<file path="src/rtl/boot_seq_pkg.sv">
// Shared state encoding and commit decision for the boot sequencer.
package boot_seq_pkg;

  typedef enum logic [2:0] {
    ST_START    = 3'd0,
    ST_WAIT_REL = 3'd1,
    ST_SEL      = 3'd2,
    ST_HELD     = 3'd3,
    ST_REARM    = 3'd4,
    ST_LOCK     = 3'd5,
    ST_BOOT     = 3'd6
  } state_t;

  // Images flagged in lock_mask need the flash locked first, unless the user opted out.
  function automatic state_t commit_target(input logic [3:0] lock_mask,
                                           input logic [1:0] sel,
                                           input logic       skip);
    if (lock_mask[sel] && !skip) return ST_LOCK;
    return ST_BOOT;
  endfunction

endpackage

</file>
<file path="src/rtl/boot_sequencer.sv">
// Boot image selection: button menu with short/long press, optional flash lock, then warmboot.
// fl_go/fl_rdy: fl_go is a one-cycle start pulse on LOCK entry; fl_rdy is a level sampled only in LOCK.
module boot_sequencer
  import boot_seq_pkg::*;
#(
  parameter int         N_IMG       = 4,
  parameter int         DEFAULT_IMG = 2,
  parameter int         MENU_IMG    = 1,
  parameter logic [3:0] LOCK_MASK   = 4'b1111,
  parameter bit         HAS_BTN     = 1'b1,
  parameter int         TMR_W       = 24,
  parameter int         TIMEOUT_BIT = 23,
  parameter int         REARM_BIT   = 17,
  parameter int         LONG_BIT    = 22
) (
  input  logic       clk,
  input  logic       rst,
  input  logic       btn_v,
  input  logic       btn_r,
  input  logic       btn_f,
  output logic       fl_go,
  input  logic       fl_rdy,
  output logic [1:0] boot_sel,
  output logic       boot_now,
  output logic       boot_req,
  output logic       menu_active,
  output logic       skip_lock,
  output logic [2:0] state_dbg
);

  localparam logic [1:0] DEF_SEL  = 2'(DEFAULT_IMG);
  localparam logic [1:0] MENU_SEL = 2'(MENU_IMG);
  localparam logic [1:0] LAST_SEL = 2'(N_IMG - 1);

  state_t           state, state_nx;
  logic [TMR_W-1:0] timer, timer_nx;
  logic [1:0]       sel_nx;
  logic             skip_nx;
  logic             tick;

  always_comb begin
    tick = 1'b0;
    case (state)
      ST_SEL:   tick = timer[TIMEOUT_BIT];
      ST_REARM: tick = timer[REARM_BIT];
      ST_HELD:  tick = timer[LONG_BIT];
      default:  tick = 1'b0;
    endcase
  end

  always_comb begin
    state_nx = state;
    sel_nx   = boot_sel;
    skip_nx  = skip_lock;
    case (state)
      ST_START: begin
        if (HAS_BTN && !btn_v) begin
          state_nx = ST_WAIT_REL;
        end else begin
          sel_nx   = DEF_SEL;
          state_nx = commit_target(LOCK_MASK, DEF_SEL, skip_lock);
        end
      end
      ST_WAIT_REL: begin
        if (btn_v) begin
          sel_nx   = MENU_SEL;
          state_nx = ST_REARM;
        end
      end
      ST_SEL: begin
        if (btn_f)     state_nx = ST_HELD;
        else if (tick) state_nx = commit_target(LOCK_MASK, boot_sel, skip_lock);
      end
      ST_HELD: begin
        // A release beats the long-press tick landing in the same cycle.
        if (btn_r) begin
          sel_nx   = (boot_sel == LAST_SEL) ? 2'd0 : boot_sel + 2'd1;
          skip_nx  = skip_lock | (boot_sel == 2'd0);
          state_nx = ST_REARM;
        end else if (tick) begin
          state_nx = commit_target(LOCK_MASK, boot_sel, skip_lock);
        end
      end
      ST_REARM: begin
        if (tick) state_nx = ST_SEL;
      end
      ST_LOCK: begin
        if (fl_rdy) state_nx = ST_BOOT;
      end
      ST_BOOT:  state_nx = ST_BOOT;
      default:  state_nx = ST_START;
    endcase
  end

  // A pressed button restarts the count everywhere except HELD, where the press is being timed.
  always_comb begin
    if ((state_nx != state) || tick || (!btn_v && (state != ST_HELD))) timer_nx = '0;
    else                                                                 timer_nx = timer + TMR_W'(1);
  end

  always_ff @(posedge clk or posedge rst) begin
    if (rst) begin
      state     <= ST_START;
      boot_sel  <= DEF_SEL;
      skip_lock <= 1'b0;
      boot_req  <= 1'b0;
      fl_go     <= 1'b0;
      timer     <= '0;
    end else begin
      state     <= state_nx;
      boot_sel  <= sel_nx;
      skip_lock <= skip_nx;
      boot_req  <= (state == ST_BOOT);
      fl_go     <= (state_nx == ST_LOCK) && (state != ST_LOCK);
      timer     <= timer_nx;
    end
  end

  assign boot_now    = (state == ST_BOOT);
  assign menu_active = (state == ST_WAIT_REL) || (state == ST_SEL) ||
                       (state == ST_HELD) || (state == ST_REARM);
  assign state_dbg   = state;

endmodule

</file>
<file path="config.mk">
export PLATFORM = sky130hd
export DESIGN_NAME = boot_sequencer
export DESIGN_NICKNAME = d
export VERILOG_FILES = /design/src/rtl/boot_seq_pkg.sv /design/src/rtl/boot_sequencer.sv
export SDC_FILE = /design/constraint.sdc
export NUM_CORES = 1
export LEC_CHECK = 0
export ABC_AREA = 1
export BUFFER_PORTS_ARGS = -buffer_cell sky130_fd_sc_hd__buf_2
export CAP_MARGIN = 10
export CORE_MARGIN = 1
export CORE_UTILIZATION = 50
export DETAILED_ROUTE_END_ITERATION = 6
export PLACE_DENSITY_LB_ADDON = 0.12
export SETUP_SLACK_MARGIN = 0.1
export SYNTH_ARGS = -nofsm -noshare
export SYNTH_HDL_FRONTEND = slang
export SYNTH_SLANG_ARGS = --single-unit
</file>
<file path="constraint.sdc">
create_clock -name clk -period 3.8 [get_ports clk]
set_input_delay 0 -clock clk [delete_from_list [all_inputs] [get_ports clk]]
set_output_delay 0 -clock clk [all_outputs]
set_load 0.005 [all_outputs]
</file>
Word level (Yosys, flattened, before mapping)
Cells that the tools add are included.
- add/subtract/negate cells: 2
- multipliers: 0
- divide/modulo/power cells: 0
- magnitude comparators: 1
- equal/unequal tests: 14
- shift operators: 0
- multiplexer cells: 32
- bitwise logic cells: 1
- reduce and logical (&&, ||, !) cells: 15
- operators with widths (operator ; number):
    3-bit two-way mux ; 13
    24-bit by 1-bit adder with 24-bit output (second input constant) ; 1
    24-bit two-way mux ; 1
    3-bit case mux with 7 select lines ; 1
    3-bit == test (second input constant) ; 4
    1-bit two-way mux ; 10
    2-bit two-way mux ; 4
    3-bit by 2-bit == test with 1-bit output (second input constant) ; 2
    2-bit != test (second input constant) ; 3
    2-bit case mux with 3 select lines ; 1
    1-bit logical OR ; 5
    4-bit AND reduction ; 1
    3-bit by 1-bit == test with 1-bit output (second input constant) ; 1
    1-bit logical AND ; 3
    3-bit zero test ; 1
    2-bit by 3-bit less-than comparator with 1-bit output (second input constant) ; 1
    3-bit by 2-bit != test with 1-bit output (second input constant) ; 1
    3-bit != test ; 1
    3-bit != test (second input constant) ; 1
    1-bit case mux with 3 select lines ; 1
    3-bit nonzero test ; 1
    2-bit by 1-bit adder with 2-bit output (second input constant) ; 1
    1-bit binary-select mux with 2-bit select ; 1
    2-bit == test (second input constant) ; 1
    4 further kinds ; 5
- register bits after elaboration: 32
- bits in latches: 0
- bits in writable memories: 0
- memory bits (read-only): 0
- bits of input ports: 6
- output and inout bits: 10
- word-level logic and storage cells: 71
- memories kept: 0

Logic depth before layout (Yosys ltp)
- depth in word-level cells: 15
- depth in mapped cells: 14
- depth with buffers taken out: 12

Worst setup path before layout
Ideal clock, no wire load.
- kind: register to register
- start: register state[1] (netlist: state_dbg[1])
- end: register timer[10]
- library setup time: 0.128 ns
- arrival time: 1.608 ns
- required time: 3.672 ns
- setup slack: 2.064 ns
- cell stages (with the launch flop): 13
- buffers on the path: 2
- clock period less this slack: 1.736 ns
- path through: dfrtp_1 buf_6 nor2_2 nand3_2 nand3_4 nand2_2 o21ai_1 nand2_1 a21oi_1 nor2_2 nand2_4 buf_12 nor2_4
- cells in the longest elaborated chain, start to end: 9
- elaborated cells on any way between the ends: 22
- classes of those cells: eq/ne: 8; mux: 10; reduce/logical: 4
- RTL lines (what ; line ; source):
    start: declaration ; boot_sequencer.sv:35 ; state_t state, state_nx;
    start signal: assignment ; boot_sequencer.sv:110 ; state <= state_nx;
    3-bit by 2-bit == test with 1-bit output / 3-bit == test (equally long branches) ; boot_sequencer.sv:43, boot_sequencer.sv:55 ;
    1-bit case mux with 3 select lines ; boot_sequencer.sv:43 ; case (state)
    3-bit two-way mux, on equally long branches ; boot_sequencer.sv:80, boot_sequencer.sv:72 ;
    3-bit two-way mux, on equally long branches ; boot_sequencer.sv:76, boot_sequencer.sv:71 ;
    3-bit case mux with 7 select lines ; boot_sequencer.sv:55 ; case (state)
    3-bit != test ; boot_sequencer.sv:97 ; if ((state_nx != state) || tick || (!btn_v && (state != ST_HELD))) timer_nx = '0;
    1-bit logical OR ; boot_sequencer.sv:97 ;
    1-bit logical OR * ; boot_sequencer.sv:97 ;
    24-bit two-way mux * ; boot_sequencer.sv:97 ;
    named net timer_nx[10] ; boot_sequencer.sv:36 ; logic [TMR_W-1:0] timer, timer_nx;
    end signal: assignment ; boot_sequencer.sv:115 ; timer <= timer_nx;
    end: declaration ; boot_sequencer.sv:36 ;
The timed path passes the listed nets; every way through them passes the cells marked *.
A chain may end at the register's enable or synchronous reset.

Worst setup path in the final report
- start: register state[0] (netlist: state_dbg[0])
- end: register timer[0]
- cells in the longest elaborated chain, start to end: 9
- elaborated cells on any way between the ends: 22
- classes of those cells: eq/ne: 8; mux: 10; reduce/logical: 4
- RTL lines (what ; line):
    3-bit by 2-bit == test with 1-bit output / 3-bit == test (equally long branches) ; boot_sequencer.sv:43, boot_sequencer.sv:55
    1-bit case mux with 3 select lines ; boot_sequencer.sv:43
    3-bit two-way mux, on equally long branches ; boot_sequencer.sv:80, boot_sequencer.sv:72
    3-bit two-way mux, on equally long branches ; boot_sequencer.sv:76, boot_sequencer.sv:71
    3-bit case mux with 7 select lines * ; boot_sequencer.sv:55
    named net state_nx[0] ; boot_sequencer.sv:35
    3-bit != test * ; boot_sequencer.sv:97
    1-bit logical OR * (2 in series) ; boot_sequencer.sv:97
    24-bit two-way mux * ; boot_sequencer.sv:97
    named net timer_nx[0] ; boot_sequencer.sv:36
Marks and branches as above.

==> metrics.yaml <==
synthesis:
  yosysWarnings: 0
  synth_xor_area_frac: 0.06691
  synth_edf_count: 0
  ys.flop_type: "dfrtp_1"
  yosysTopAreaCell: "dfrtp_1"
  syn_inst: 242
  ys_async_sr_fraction: 1.000
  yosys.area_share.simple: 0.3716
  syn_nets: 251
  synth-seq-cells: 32
  muxShareOfSynthArea: 0
  synth_compound_area_frac: 0.06332
  synth_top_family_by_area: "simple AND/OR/NAND/NOR gates"
  ys_types: 35
  yosysTopAreaCellShare: 0.3704
  yosys-top-cells-count: "nand2_1, inv_1, dfrtp_1"
  seq_area_frac_synth: 0.3829
  synth_area_sq_um: 2095
  yosysMostFrequentCell: "nand2_1"
  synth_top_cells_by_area: "dfrtp_1, nor2_4, nand2_1"
  syn_area_per_cell_sq_um: 8.655
  synthAdderAreaFrac: 0.01792
sta:
  period_needed_ns: 2.252
  setup_violations: 0
  drv_slew: 0
  fin_crit_sh: 0.5925
  tns_ns: 0
  hold_viol: 0
  fin_worst_skew_ns: 0.006776
  timing.fmax_mhz: 444.1
  fin_ws_ns: 1.548
  relSlewSlack: 0.5727
  rsz0062_at_grt: "false"
  worst_slew_pin_slew_ns: 0.6404
power_and_ir_drop:
  vdd.ir_drop.worst_mv: 0.3798
  pwr_density_cell_nw_per_um2: 549.2
  p_leak_nw: 1.035
  combPwrFrac: 0.449
  switching_share: 0.4606
  p_switching_mw: 0.5738
  seqPwrFrac: 0.349
  intPower_mw: 0.6720
  p_clk_frac: 0.202
global_routing:
  antenna_found_initial: 0
  grt_max_degree: 33
  grt_pass1_vias: 1461
  grt_overflow_total: 0
  grt_pass1_wl_mm: 6.686
  grt_use_total: 0.2046
layout:
  areaGrowthSynthToFinish_pct: 8.304
  layout-drive-gt1-share: 0.2481
  nNetsFinal: 270
  diodes: 0
  fin_area_sq_um: 2268
  fillers: 385
  utilization: 0.5671
route:
  dr_total_vias: 1548
  drtPass1Iterations: 4
  drtIter0Drc: 86
  routed_via_density: 4.962
  wl_per_cell_um: 12.45
  postRouteAntennaNets: 0
  routed_wl_mm: 3.883
  drc_errors: 0
placed_design:
  place_ws_ns: 1.564
  place_congestion: 0.8363
  port_buffers: 15
  dpl.hpwl_mm: 2.877
  placed_area_sq_um: 2177
floorplan:
  die_h_um: 66.72
  start_util: 0.5236
  pin_count: 16
  fp.dieW_um: 66.72
  dieArea_sq_um: 4452
  core_sq_um: 4000
  rows: 23
setup_path:
  cp-end-kind: "flip-flop"
  cp-start-kind: "flip-flop"
  crit_top_cell: "nor2_1"
  crit_chain: "inv_2 -> nand3_2 -> o22ai_1 -> nor3_1 -> nand2_2 -> nor2_1 -> a21oi_2 -> nand2_4 -> nor2_1"
  path_max_fanout: 24
  crit_slowest_cell: "dfrtp_1"
  critPathMaxStageDelay_ns: 0.58
  arrival_ns: 2.39
  crit_type: "reg2reg"
  critPathRequiredTime_ns: 3.94
clocking:
  clockBufferDepth: 2
  clk_pin_slew_worst_paths_ns: 0.07
  root_buffer: "clkbuf_8"
  cts.sinks: 32
  cts_tree: "built"
  htree_levels: 2
  cts_hold_buf: 1
  postCtsSetupBuffers: 0
  insertion_delay_ns: 0.28
  numCtsBuffers: 5
  cts_resized: 0
run_status:
  status: "completed"
flow_run:
  cap_violations: 0
hold_path:
  min_path_type: "in2reg"
[final cells by class]
class	instances	area, sq um	share of cell area
multi-input combinational	168	1089	0.4799
sequential	32	802.0	0.3536
inverter	37	141.4	0.06233
timing repair buffer	17	92.59	0.04082
clock buffer	7	76.32	0.03365
tap	50	62.56	0.02758
clock inverter	1	5.005	0.002206
[path summary, 6_finish.rpt]
kind                              startpoint          end  slack [ns]  cells after the start
worst max register to register  state_dbg[0]     timer[0]        1.55                      9
worst min-delay path                   btn_r    skip_lock        0.03                      3
worst min register to register      timer[0]     timer[0]        0.46                      1
min in group asynchronous                rst     timer[2]        0.33                      4
worst max-delay path            state_dbg[0]     timer[0]        1.55                      9
max in group asynchronous                rst  boot_sel[1]        3.16                      4
[power groups by stage]
stage | registers, mW | clock network [mW] | logic [mW]
5_1_grt | 0.443 | 0.272 | 0.628
4_1_cts | 0.434 | 0.260 | 0.570
6_report | 0.435 | 0.251 | 0.560
2_1_floorplan | 0.417 | 0 | 0.535
3_5_place_dp | 0.441 | 0 | 0.568
3_3_place_gp | 0.440 | 0 | 0.568
[kinds of logic (layout without fill, tap and decap cells)]
kind of cell | Yosys count | count (layout)
AO/OA/AOI/OAI | 22 | 22
flip-flops | 32 | 32
AND/OR/NAND/NOR | 127 | 127
adder cells (fa/ha/maj) | 3 | 3
buffers and inverters | 42 | 62
XOR/XNOR | 16 | 16
[sequential cells by signal, indices dropped and copies added, names as in the netlist]
signal / count
fl_go: 1
boot_req: 1
skip_lock: 1
state_dbg: 3
boot_sel: 2
timer: 24
[worst max-delay path: cells and delay by family, from the launching register on]
kind | cells | cell delay, ns
AO/OA/AOI/OAI | 2 | 0.15
buffers and inverters | 1 | 0.15
flip-flops | 1 | 0.58
AND/OR/NAND/NOR | 6 | 1.21
[stage by stage]
| step | hold WS (ns) | total power [mW] | cells |
|---|---|---|---|
| 6_report | 0.02674 | 1.246 | 312 |
| 5_1_grt | 0.06537 | 1.342 | 312 |
| 4_1_cts | 0.02261 | 1.265 | 312 |
| 3_5_place_dp | 0.1036 | 1.009 | 303 |
| 3_3_place_gp | 0.1039 | 1.008 | 303 |
| 2_1_floorplan | 0.1155 | 0.9516 | 242 |
[routing by layer]
layer,up-vias,GRT usage,wire [um]
met1,710,0.2768,1969
met2,21,0.3106,1793
li1,815,-,-
met5,-,0,0
met4,0,0.07181,28
met3,2,0.05651,91
[cells in the final DEF (no fill, tap or decap), types with 2 or more instances in the layout]
cell,n
nand3_1,17
nor3_1,7
nor2_2,2
nor4_1,2
xnor2_1,3
clkbuf_1,2
nand2_2,4
inv_2,3
a21oi_2,2
o21ai_0,6
xor2_1,13
clkbuf_8,5
a21oi_1,6
ha_1,3
o21bai_1,3
inv_1,33
nand2_1,36
nand4_1,10
nor2_4,20
buf_2,15
dfrtp_1,31
nand4_2,2
nor2_1,19
nand3_2,5
No activity file was read; power rests on OpenSTA's default activity.
